--- src/rtl/i2c_slave_regfile.sv ---
// I2C slave with an oversampled SCL/SDA front end, 8-bit register file and host port.
// Optional SCL clock stretching after each slave ACK is enabled by defining I2C_SLAVE_STRETCH_EN.
`timescale 1ns/1ps
module i2c_slave_regfile #(
    parameter int NUM_REGS       = 16,
    parameter int REG_AW         = 4,
    parameter int SYNC_STAGES    = 2,
    parameter int STRETCH_CYCLES = 8
) (
    input  logic              clk,
    input  logic              rst,
    input  logic [6:0]        slave_addr,
    input  logic              scl_i,
    input  logic              sda_i,
    output logic              sda_oe,
    output logic              scl_oe,
    input  logic              host_we,
    input  logic [REG_AW-1:0] host_addr,
    input  logic [7:0]        host_wdata,
    output logic [7:0]        host_rdata,
    output logic              i2c_wr_stb,
    output logic [REG_AW-1:0] i2c_wr_addr,
    output logic [7:0]        i2c_wr_data,
    output logic              busy
);

    if (REG_AW != $clog2(NUM_REGS) || NUM_REGS < 2 || NUM_REGS > 256 ||
        SYNC_STAGES < 2 || STRETCH_CYCLES < 1) begin : g_param_check
        $error("i2c_slave_regfile: illegal parameter set");
    end

    typedef enum logic [3:0] {
        S_IDLE, S_ADDR, S_ACK_A, S_REG, S_ACK_R, S_WR, S_ACK_W, S_RD, S_MACK, S_IGNORE
    } state_t;

    state_t                  state;
    logic [SYNC_STAGES-1:0]  scl_sync, sda_sync;
    logic                    scl_s, sda_s, scl_d, sda_d;
    logic                    scl_rise, scl_fall, start_c, stop_c;
    logic [3:0]              bit_cnt;
    logic [7:0]              shreg, rx_byte, load_byte;
    logic [REG_AW-1:0]       pointer, next_ptr, load_ptr;
    logic                    rw, ack_phase, i2c_we, host_in_range;
    logic [7:0]              regs [NUM_REGS];

    // Sync flops reset to the idle-bus level so reset release never fakes an edge
    always_ff @(posedge clk or posedge rst) begin
        if (rst) begin
            scl_sync <= '1;
            sda_sync <= '1;
            scl_d    <= 1'b1;
            sda_d    <= 1'b1;
        end else begin
            scl_sync <= {scl_sync[SYNC_STAGES-2:0], scl_i};
            sda_sync <= {sda_sync[SYNC_STAGES-2:0], sda_i};
            scl_d    <= scl_s;
            sda_d    <= sda_s;
        end
    end

    assign scl_s    = scl_sync[SYNC_STAGES-1];
    assign sda_s    = sda_sync[SYNC_STAGES-1];
    assign scl_rise = scl_s & ~scl_d & ~scl_oe;
    assign scl_fall = ~scl_s & scl_d & ~scl_oe;
    assign start_c  = scl_s & scl_d & sda_d & ~sda_s;
    assign stop_c   = scl_s & scl_d & ~sda_d & sda_s;
    assign rx_byte  = {shreg[6:0], sda_s};

    always_comb begin
        next_ptr      = (pointer == REG_AW'(NUM_REGS - 1)) ? '0 : pointer + 1'b1;
        load_ptr      = (state == S_MACK) ? next_ptr : pointer;
        load_byte     = regs[load_ptr];
        host_in_range = (32'(host_addr) < NUM_REGS);
        host_rdata    = host_in_range ? regs[host_addr] : '0;
        i2c_we        = (state == S_WR) && scl_rise && (bit_cnt == 4'd7) && !start_c && !stop_c;
    end

    always_ff @(posedge clk or posedge rst) begin
        if (rst) begin
            for (int unsigned i = 0; i < NUM_REGS; i++) regs[i] <= '0;
        end else begin
            // Host port takes priority on a same-register collision
            if (i2c_we && !(host_we && host_addr == pointer)) regs[pointer] <= rx_byte;
            if (host_we && host_in_range) regs[host_addr] <= host_wdata;
        end
    end

    always_ff @(posedge clk or posedge rst) begin
        if (rst) begin
            state       <= S_IDLE;
            bit_cnt     <= '0;
            shreg       <= '0;
            pointer     <= '0;
            rw          <= 1'b0;
            ack_phase   <= 1'b0;
            sda_oe      <= 1'b0;
            busy        <= 1'b0;
            i2c_wr_stb  <= 1'b0;
            i2c_wr_addr <= '0;
            i2c_wr_data <= '0;
        end else begin
            i2c_wr_stb <= 1'b0;
            if (stop_c) begin
                state     <= S_IDLE;
                sda_oe    <= 1'b0;
                busy      <= 1'b0;
                ack_phase <= 1'b0;
            end else if (start_c) begin
                state     <= S_ADDR;
                bit_cnt   <= '0;
                sda_oe    <= 1'b0;
                ack_phase <= 1'b0;
            end else begin
                case (state)
                    S_ADDR: if (scl_rise) begin
                        shreg <= rx_byte;
                        if (bit_cnt == 4'd7) begin
                            bit_cnt <= '0;
                            if (rx_byte[7:1] == slave_addr) begin
                                rw    <= rx_byte[0];
                                busy  <= 1'b1;
                                state <= S_ACK_A;
                            end else begin
                                busy  <= 1'b0;
                                state <= S_IGNORE;
                            end
                        end else bit_cnt <= bit_cnt + 1'b1;
                    end
                    S_REG: if (scl_rise) begin
                        shreg <= rx_byte;
                        if (bit_cnt == 4'd7) begin
                            bit_cnt <= '0;
                            if ({1'b0, rx_byte} < 9'(NUM_REGS)) begin
                                pointer <= rx_byte[REG_AW-1:0];
                                state   <= S_ACK_R;
                            end else state <= S_IGNORE;
                        end else bit_cnt <= bit_cnt + 1'b1;
                    end
                    S_WR: if (scl_rise) begin
                        shreg <= rx_byte;
                        if (bit_cnt == 4'd7) begin
                            bit_cnt     <= '0;
                            i2c_wr_stb  <= 1'b1;
                            i2c_wr_addr <= pointer;
                            i2c_wr_data <= rx_byte;
                            pointer     <= next_ptr;
                            state       <= S_ACK_W;
                        end else bit_cnt <= bit_cnt + 1'b1;
                    end
                    // First fall asserts ACK, second fall ends the ACK slot
                    S_ACK_A, S_ACK_R, S_ACK_W: if (scl_fall) begin
                        if (!ack_phase) begin
                            sda_oe    <= 1'b1;
                            ack_phase <= 1'b1;
                        end else begin
                            ack_phase <= 1'b0;
                            bit_cnt   <= '0;
                            if (state == S_ACK_A && rw) begin
                                shreg  <= load_byte;
                                sda_oe <= ~load_byte[7];
                                state  <= S_RD;
                            end else begin
                                sda_oe <= 1'b0;
                                state  <= (state == S_ACK_A) ? S_REG : S_WR;
                            end
                        end
                    end
                    S_RD: if (scl_rise) begin
                        bit_cnt <= bit_cnt + 1'b1;
                    end else if (scl_fall) begin
                        if (bit_cnt == 4'd8) begin
                            bit_cnt <= '0;
                            sda_oe  <= 1'b0;
                            state   <= S_MACK;
                        end else begin
                            sda_oe <= ~shreg[6];
                            shreg  <= {shreg[6:0], 1'b0};
                        end
                    end
                    S_MACK: if (scl_rise) begin
                        if (sda_s) state <= S_IGNORE;
                        else       ack_phase <= 1'b1;
                    end else if (scl_fall && ack_phase) begin
                        ack_phase <= 1'b0;
                        pointer   <= next_ptr;
                        shreg     <= load_byte;
                        sda_oe    <= ~load_byte[7];
                        bit_cnt   <= '0;
                        state     <= S_RD;
                    end
                    default: ;
                endcase
            end
        end
    end

`ifdef I2C_SLAVE_STRETCH_EN
    localparam int SCW = (STRETCH_CYCLES > 1) ? $clog2(STRETCH_CYCLES) : 1;
    logic [SCW-1:0] stretch_cnt;
    logic           stretch_go;

    // The fall that closes an ACK slot or starts a read byte opens the stretch
    always_comb begin
        stretch_go = scl_fall && ack_phase && !start_c && !stop_c &&
                     (state == S_ACK_A || state == S_ACK_R || state == S_ACK_W || state == S_MACK);
    end

    always_ff @(posedge clk or posedge rst) begin
        if (rst) begin
            scl_oe      <= 1'b0;
            stretch_cnt <= '0;
        end else if (scl_oe) begin
            if (stretch_cnt == '0) scl_oe <= 1'b0;
            else                   stretch_cnt <= stretch_cnt - 1'b1;
        end else if (stretch_go) begin
            scl_oe      <= 1'b1;
            stretch_cnt <= SCW'(STRETCH_CYCLES - 1);
        end
    end
`else
    assign scl_oe = 1'b0;
`endif

endmodule

--- config.mk ---
export PLATFORM = sky130hd
export DESIGN_NAME = i2c_slave_regfile
export DESIGN_NICKNAME = d
export VERILOG_FILES = /design/src/rtl/i2c_slave_regfile.sv
export SDC_FILE = /design/constraint.sdc
export NUM_CORES = 1
export LEC_CHECK = 0
export ABC_CLOCK_PERIOD_IN_PS = 10050
export CORE_UTILIZATION = 60
export DETAILED_ROUTE_END_ITERATION = 10
export MAX_ROUTING_LAYER = met4
export PLACE_DENSITY_LB_ADDON = 0.1
export SLEW_MARGIN = 20
export SYNTH_ARGS = -nofsm -noshare
export SYNTH_HDL_FRONTEND = slang
export SYNTH_SLANG_ARGS = --single-unit
--- constraint.sdc ---
create_clock -name clk -period 10.05 [get_ports clk]
set_input_delay 3.015 -clock clk [delete_from_list [all_inputs] [get_ports clk]]
set_output_delay 3.015 -clock clk [all_outputs]
set_load 0.005 [all_outputs]
* Yosys cells after proc, flatten, opt, wreduce, memory -nomap -nowiden
Index checks and enable logic that the tools add are counted.
Storage, ports and cells: word-level logic and storage cells 237, flip-flop bits (word level) 170, input bits 24
Cells by class: multiplexer cells 96, $lt $le $gt $ge 6, add/subtract/negate cells 2, reduce and logical (&&, ||, !) cells 33, bitwise logic cells 18, eq/ne operators 51
Operators with widths (number):
- 128-bit bitwise mux | 2
- 128-bit two-way mux | 2
- 4-bit two-way mux | 37
- 8-bit binary-select mux with 4-bit select | 2
- 8-bit demux with 4-bit select | 2
- 7-bit two-way mux | 9
- 4-bit inequality test (second input constant) | 13
- 8-bit two-way mux | 6
- 1-bit two-way mux | 28
- 7-bit case mux with 4 select lines | 1
- 4-bit case mux with 6 select lines | 1
- 2-bit inequality test (second input constant) | 11
- 4-bit by 3-bit == test with 1-bit output (second input constant) | 5
- 4-bit case mux with 4 select lines | 1
- 5-bit greater-or-equal comparator (second input constant) | 3
- 4-bit inverter with 5-bit output | 3
- 14-bit AND reduction | 1
- 4-bit == test (second input constant) | 3
- 4-bit case mux with 3 select lines | 1
- 12-bit AND reduction | 1
- 6-bit AND reduction | 2
- 1-bit logical AND | 10
- 5-bit by 1-bit less-than comparator with 1-bit output (second input constant) | 2
- 5-bit inequality test (second input constant) | 2
- other kinds (28) | 58

* Logic depth before layout (Yosys ltp)
Gate-level depths: netlist (run 1).
depth after elaboration 14, gate-level depth with buffers 11

* Least setup slack after synthesis (run 1)
Ideal clock, no wire load.
path type input -> output, start in host_addr[0], end out host_rdata[0], arrival time 4846 ps, required time 7035 ps, cell stages on the path 5, path slack 2189 ps, buffers on the path 3, cell sequence clkbuf_1 -> buf_2 -> buf_2 -> mux4_2 -> mux4_2
Between the ends: word-level cells in the longest chain between the ends 4
RTL lines:
- start, declared | RTL line 18 | input logic [REG_AW-1:0] host_addr,
- 4-bit inverter with 5-bit output (not written as such) | RTL line 74 | host_rdata = host_in_range ? regs[host_addr] : '0;
- 8-bit binary-select mux with 4-bit select | RTL line 74
- 8-bit two-way mux (not written as such) (2 in series) | RTL line 74
- end, declared | RTL line 20 | output logic [7:0] host_rdata,
No other way between the ends. The select of a mux whose other input is x is not followed.

* Final worst setup path (run 1)
Same ends and word-level chain as after synthesis.

==> reports/metrics.yaml, run 1 <==
global_route:
  first_pass_grt_wire_length_um: 59700
  initial_antenna_violation_count: 0
  first_global_vias: 9756
  grt_start_max_net_pins: 80
  tot_gr_track_use_pct: 42.1
  remaining_global_route_overflow: 0
cells_and_area:
  antennaDiodeCount: 0
  drive_gt1_share_pct: 12.4
  most_frequent_standard_cell_in_the_layout_excluding_fill_and_tap_cells: "sky130_fd_sc_hd__nand2_1"
  area_delta_synth_final_pct: 8.68
  final_cell_area_um2: 12600
  final-instance-count-excl-fill: 1498
  most_used_cells_in_the_layout_excluding_fill_and_tap_cells: "199 x sky130_fd_sc_hd__nand2_1, 163 x sky130_fd_sc_hd__dfrtp_1, 150 x sky130_fd_sc_hd__mux2i_1"
  layout.nets: 1258
setup_path:
  setup.worst_path.class: "in -> out"
  timing.reg2reg.setup_slack_ps: 5480
  startpoint_type_of_the_worst_setup_path: "input port"
  critical_path_required_ps: 7040
  worstSetupEndpointType: "output pin"
  worst_ep_arrival_time_ps: 5640
  timing.critical_path.fanout_max: 33
power:
  power_per_cell_area_nw_per_um2: 233
  cellLeakagePower_nw: 5.79
  ir_drop_v: 0.000121
  total_design_power_mw: 2.95
detailed_routing:
  detail_route.wl_per_cell_um: 26.2
  drt-pass1-iter-count: 6
  final_antenna_net_count: 0
  vias_per_cell: 7.00
  detail_route.iter0.violations: 1573
  residual_drc_count: 0
  total_number_of_vias: 10487
  postRouteWirelength_um: 39200
timing:
  setup_viol: 0
  timing_worst_slew_pin_value_ps: 1100
  final_hold_violating_endpoints: 0
  final.setup_skew_ps: 12.2
  max_clk_rate_ghz: 0.116
  finalWorstPathRequiredPeriod_ps: 8660
  post-route-period-util_pct: 86.1
  slew_violations: 0
  rsz0062_at_grt: "false"
  slew_headroom_pct: 26.3
  totalNegativeSetupSlack_ps: 0
clocking:
  clk-insertion-delay-late_ps: 450
  postCtsHoldBufs: 0
  cts_inserted_buffers: 17
  postCtsSetupBuffers: 0
  clkSinkCount: 170
  cts_max_path_buffers: 2
  htree_levels: 4
  cts_resized: 0
  tritoncts: "done"
  clkSlewWorstSetupHoldPaths_ps: 60
  cts_root_buf: "sky130_fd_sc_hd__clkbuf_16"
synthesis:
  synth.distinct_cells: 75
  postSynthCellCount: 1260
  synth-main-ff-cell: "sky130_fd_sc_hd__dfrtp_1"
  synth-warning-count: 0
  mappedNetlistNets: 1293
  post_synth_instance_area_um2: 11600
  post_synth.cell_area_avg_um2: 9.24
  synth_seq_area_share_pct: 36.6
  synth-edff-count: 0
  ys_async_sr_fraction_pct: 100
  postSynthRegisterBits: 170
placed_design:
  dp_hpwl_um: 25200
  inst_count_dp: 1466
  global_placer_s_final_weighted_congestion: 0.981
  port_buffers: 46
  post_dp_cell_area_um2: 12100
floorplan:
  die_width_um: 141
  dieHeight_um: 141
  coreArea_um2: 18800
  die-area_um2: 20000
  rows: 50
  initial_utilization_pct: 61.8
  ios: 48
status:
  status: "complete, no violations"
flow_run:
  max-cap-violations: 0
min_path:
  timing.hold.worst.class: "reg -> reg"
-- worst paths after layout --
kind | start | endpoint | depth (start not counted)
max reg2reg | pointer[0] | shreg[0] | 10
min | scl_sync[0] | scl_sync[1] | 0
max in group asynchronous | rst | pointer[0] | 4
min in group asynchronous | rst | regs[34] | 2
min reg2reg | scl_sync[0] | scl_sync[1] | 0
max | host_addr[0] | host_rdata[0] | 5
-- synth_stat cells (7+ instances only) --
| master | instances | share of area, % |
|---|---|---|
| sky130_fd_sc_hd__or3_1 | 9 | 0.48 |
| sky130_fd_sc_hd__a21oi_1 | 81 | 3.5 |
| sky130_fd_sc_hd__mux2i_1 | 150 | 13 |
| sky130_fd_sc_hd__buf_1 | 27 | 0.87 |
| sky130_fd_sc_hd__nor2_1 | 93 | 3.0 |
| sky130_fd_sc_hd__mux4_2 | 40 | 7.7 |
| sky130_fd_sc_hd__buf_2 | 20 | 0.86 |
| sky130_fd_sc_hd__nand2_1 | 199 | 6.4 |
| sky130_fd_sc_hd__mux2_2 | 13 | 1.3 |
| sky130_fd_sc_hd__nand3_1 | 23 | 0.99 |
| sky130_fd_sc_hd__nand3b_1 | 7 | 0.45 |
| sky130_fd_sc_hd__o21ai_1 | 7 | 0.30 |
| sky130_fd_sc_hd__nor3_1 | 12 | 0.52 |
| sky130_fd_sc_hd__clkbuf_1 | 70 | 2.3 |
| sky130_fd_sc_hd__dfrtp_1 | 164 | 35 |
| sky130_fd_sc_hd__a31oi_1 | 9 | 0.48 |
| sky130_fd_sc_hd__inv_1 | 10 | 0.32 |
| sky130_fd_sc_hd__ha_1 | 9 | 0.97 |
| sky130_fd_sc_hd__a311oi_1 | 20 | 1.5 |
| sky130_fd_sc_hd__nand3_4 | 10 | 1.5 |
| sky130_fd_sc_hd__o21ai_0 | 98 | 4.2 |
| sky130_fd_sc_hd__a211oi_1 | 27 | 1.7 |
| sky130_fd_sc_hd__xnor2_1 | 8 | 0.60 |
| sky130_fd_sc_hd__and3_1 | 25 | 1.3 |
-- through the flow --
| step | hold WS (ps) | utilization, % | setup WS (ps) |
|---|---|---|---|
| after floorplan | 345 | - | 2190 |
| after global placement | 347 | 64.1 | 1430 |
| after detailed placement | 350 | 64.1 | 1380 |
| after CTS | 357 | 67.1 | 1380 |
| after global routing | 363 | 67.2 | 1250 |
| final | 357 | 67.2 | 1390 |
-- area by class of cell --
class                   count  area, um2
flip-flops and latches    170       4260
inverters                  10       42.5
clock buffers              19        453
well taps                 260        325
multi-input cells         957       6830
repair buffers             69        623
fillers                  1521       6180
clock inverters            13        111
-- power by group --
group | switching (mW) | internal [mW] | total (mW)
combinational | 0.718 | 0.479 | 1.20
sequential | 0.269 | 0.836 | 1.11
clock | 0.310 | 0.336 | 0.646
total | 1.30 | 1.65 | 2.95
-- kinds of logic (layout without fill, tap and decap cells) --
| kind of cell | after synthesis | in the layout | synth area share, % |
|---|---|---|---|
| compound gates | 301 | 301 | 16.0 |
| xor+xnor | 15 | 15 | 1.29 |
| fa+ha+maj | 9 | 9 | 0.968 |
| buf+inv | 133 | 111 | 4.76 |
| flops | 170 | 170 | 36.6 |
| mux | 204 | 204 | 22.0 |
| other cells | 1 | 1 | 0.0322 |
| simple gates | 427 | 427 | 18.4 |
-- critical path, stage by stage --
cell	delay, ps
sky130_fd_sc_hd__buf_2	700
sky130_fd_sc_hd__buf_4	380
sky130_fd_sc_hd__mux4_2	520
sky130_fd_sc_hd__mux4_2	510
sky130_fd_sc_hd__clkdlybuf4s50_1	480
-- per-layer routing --
layer	GRT usage (%)	share of wire [%]	up-vias
li1	-	-	4500
met2	60.4	44	771
met4	21.7	6.2	0
met3	11.2	12	193
met5	-	0	-
met1	54.8	38	5023
-- sequential cells by signal, summed over array words and instances, names as in the netlist --
register / cells
ack_phase: 1
bit_cnt: 4
busy: 1
i2c_wr_addr: 4
i2c_wr_data: 8
i2c_wr_stb: 1
pointer: 4
regs: 128
rw: 1
scl_d: 1
scl_sync: 2
sda_d: 1
sda_oe: 1
sda_sync: 2
shreg: 7
state: 4
Note: power is estimated with default switching activity, not from simulation.
==> run 2, diff against run 1 <==
CAP_MARGIN = 15   (was default)
==> results of run 2 <==
Same layout as run 1: the final DEF is identical, and so are final timing and power.
==> run 3, diff against run 2 <==
CTS_CLUSTER_DIAMETER = 50   (was default)
==> results of run 3 <==
Same layout as run 1: the final DEF is identical, and so are final timing and power.
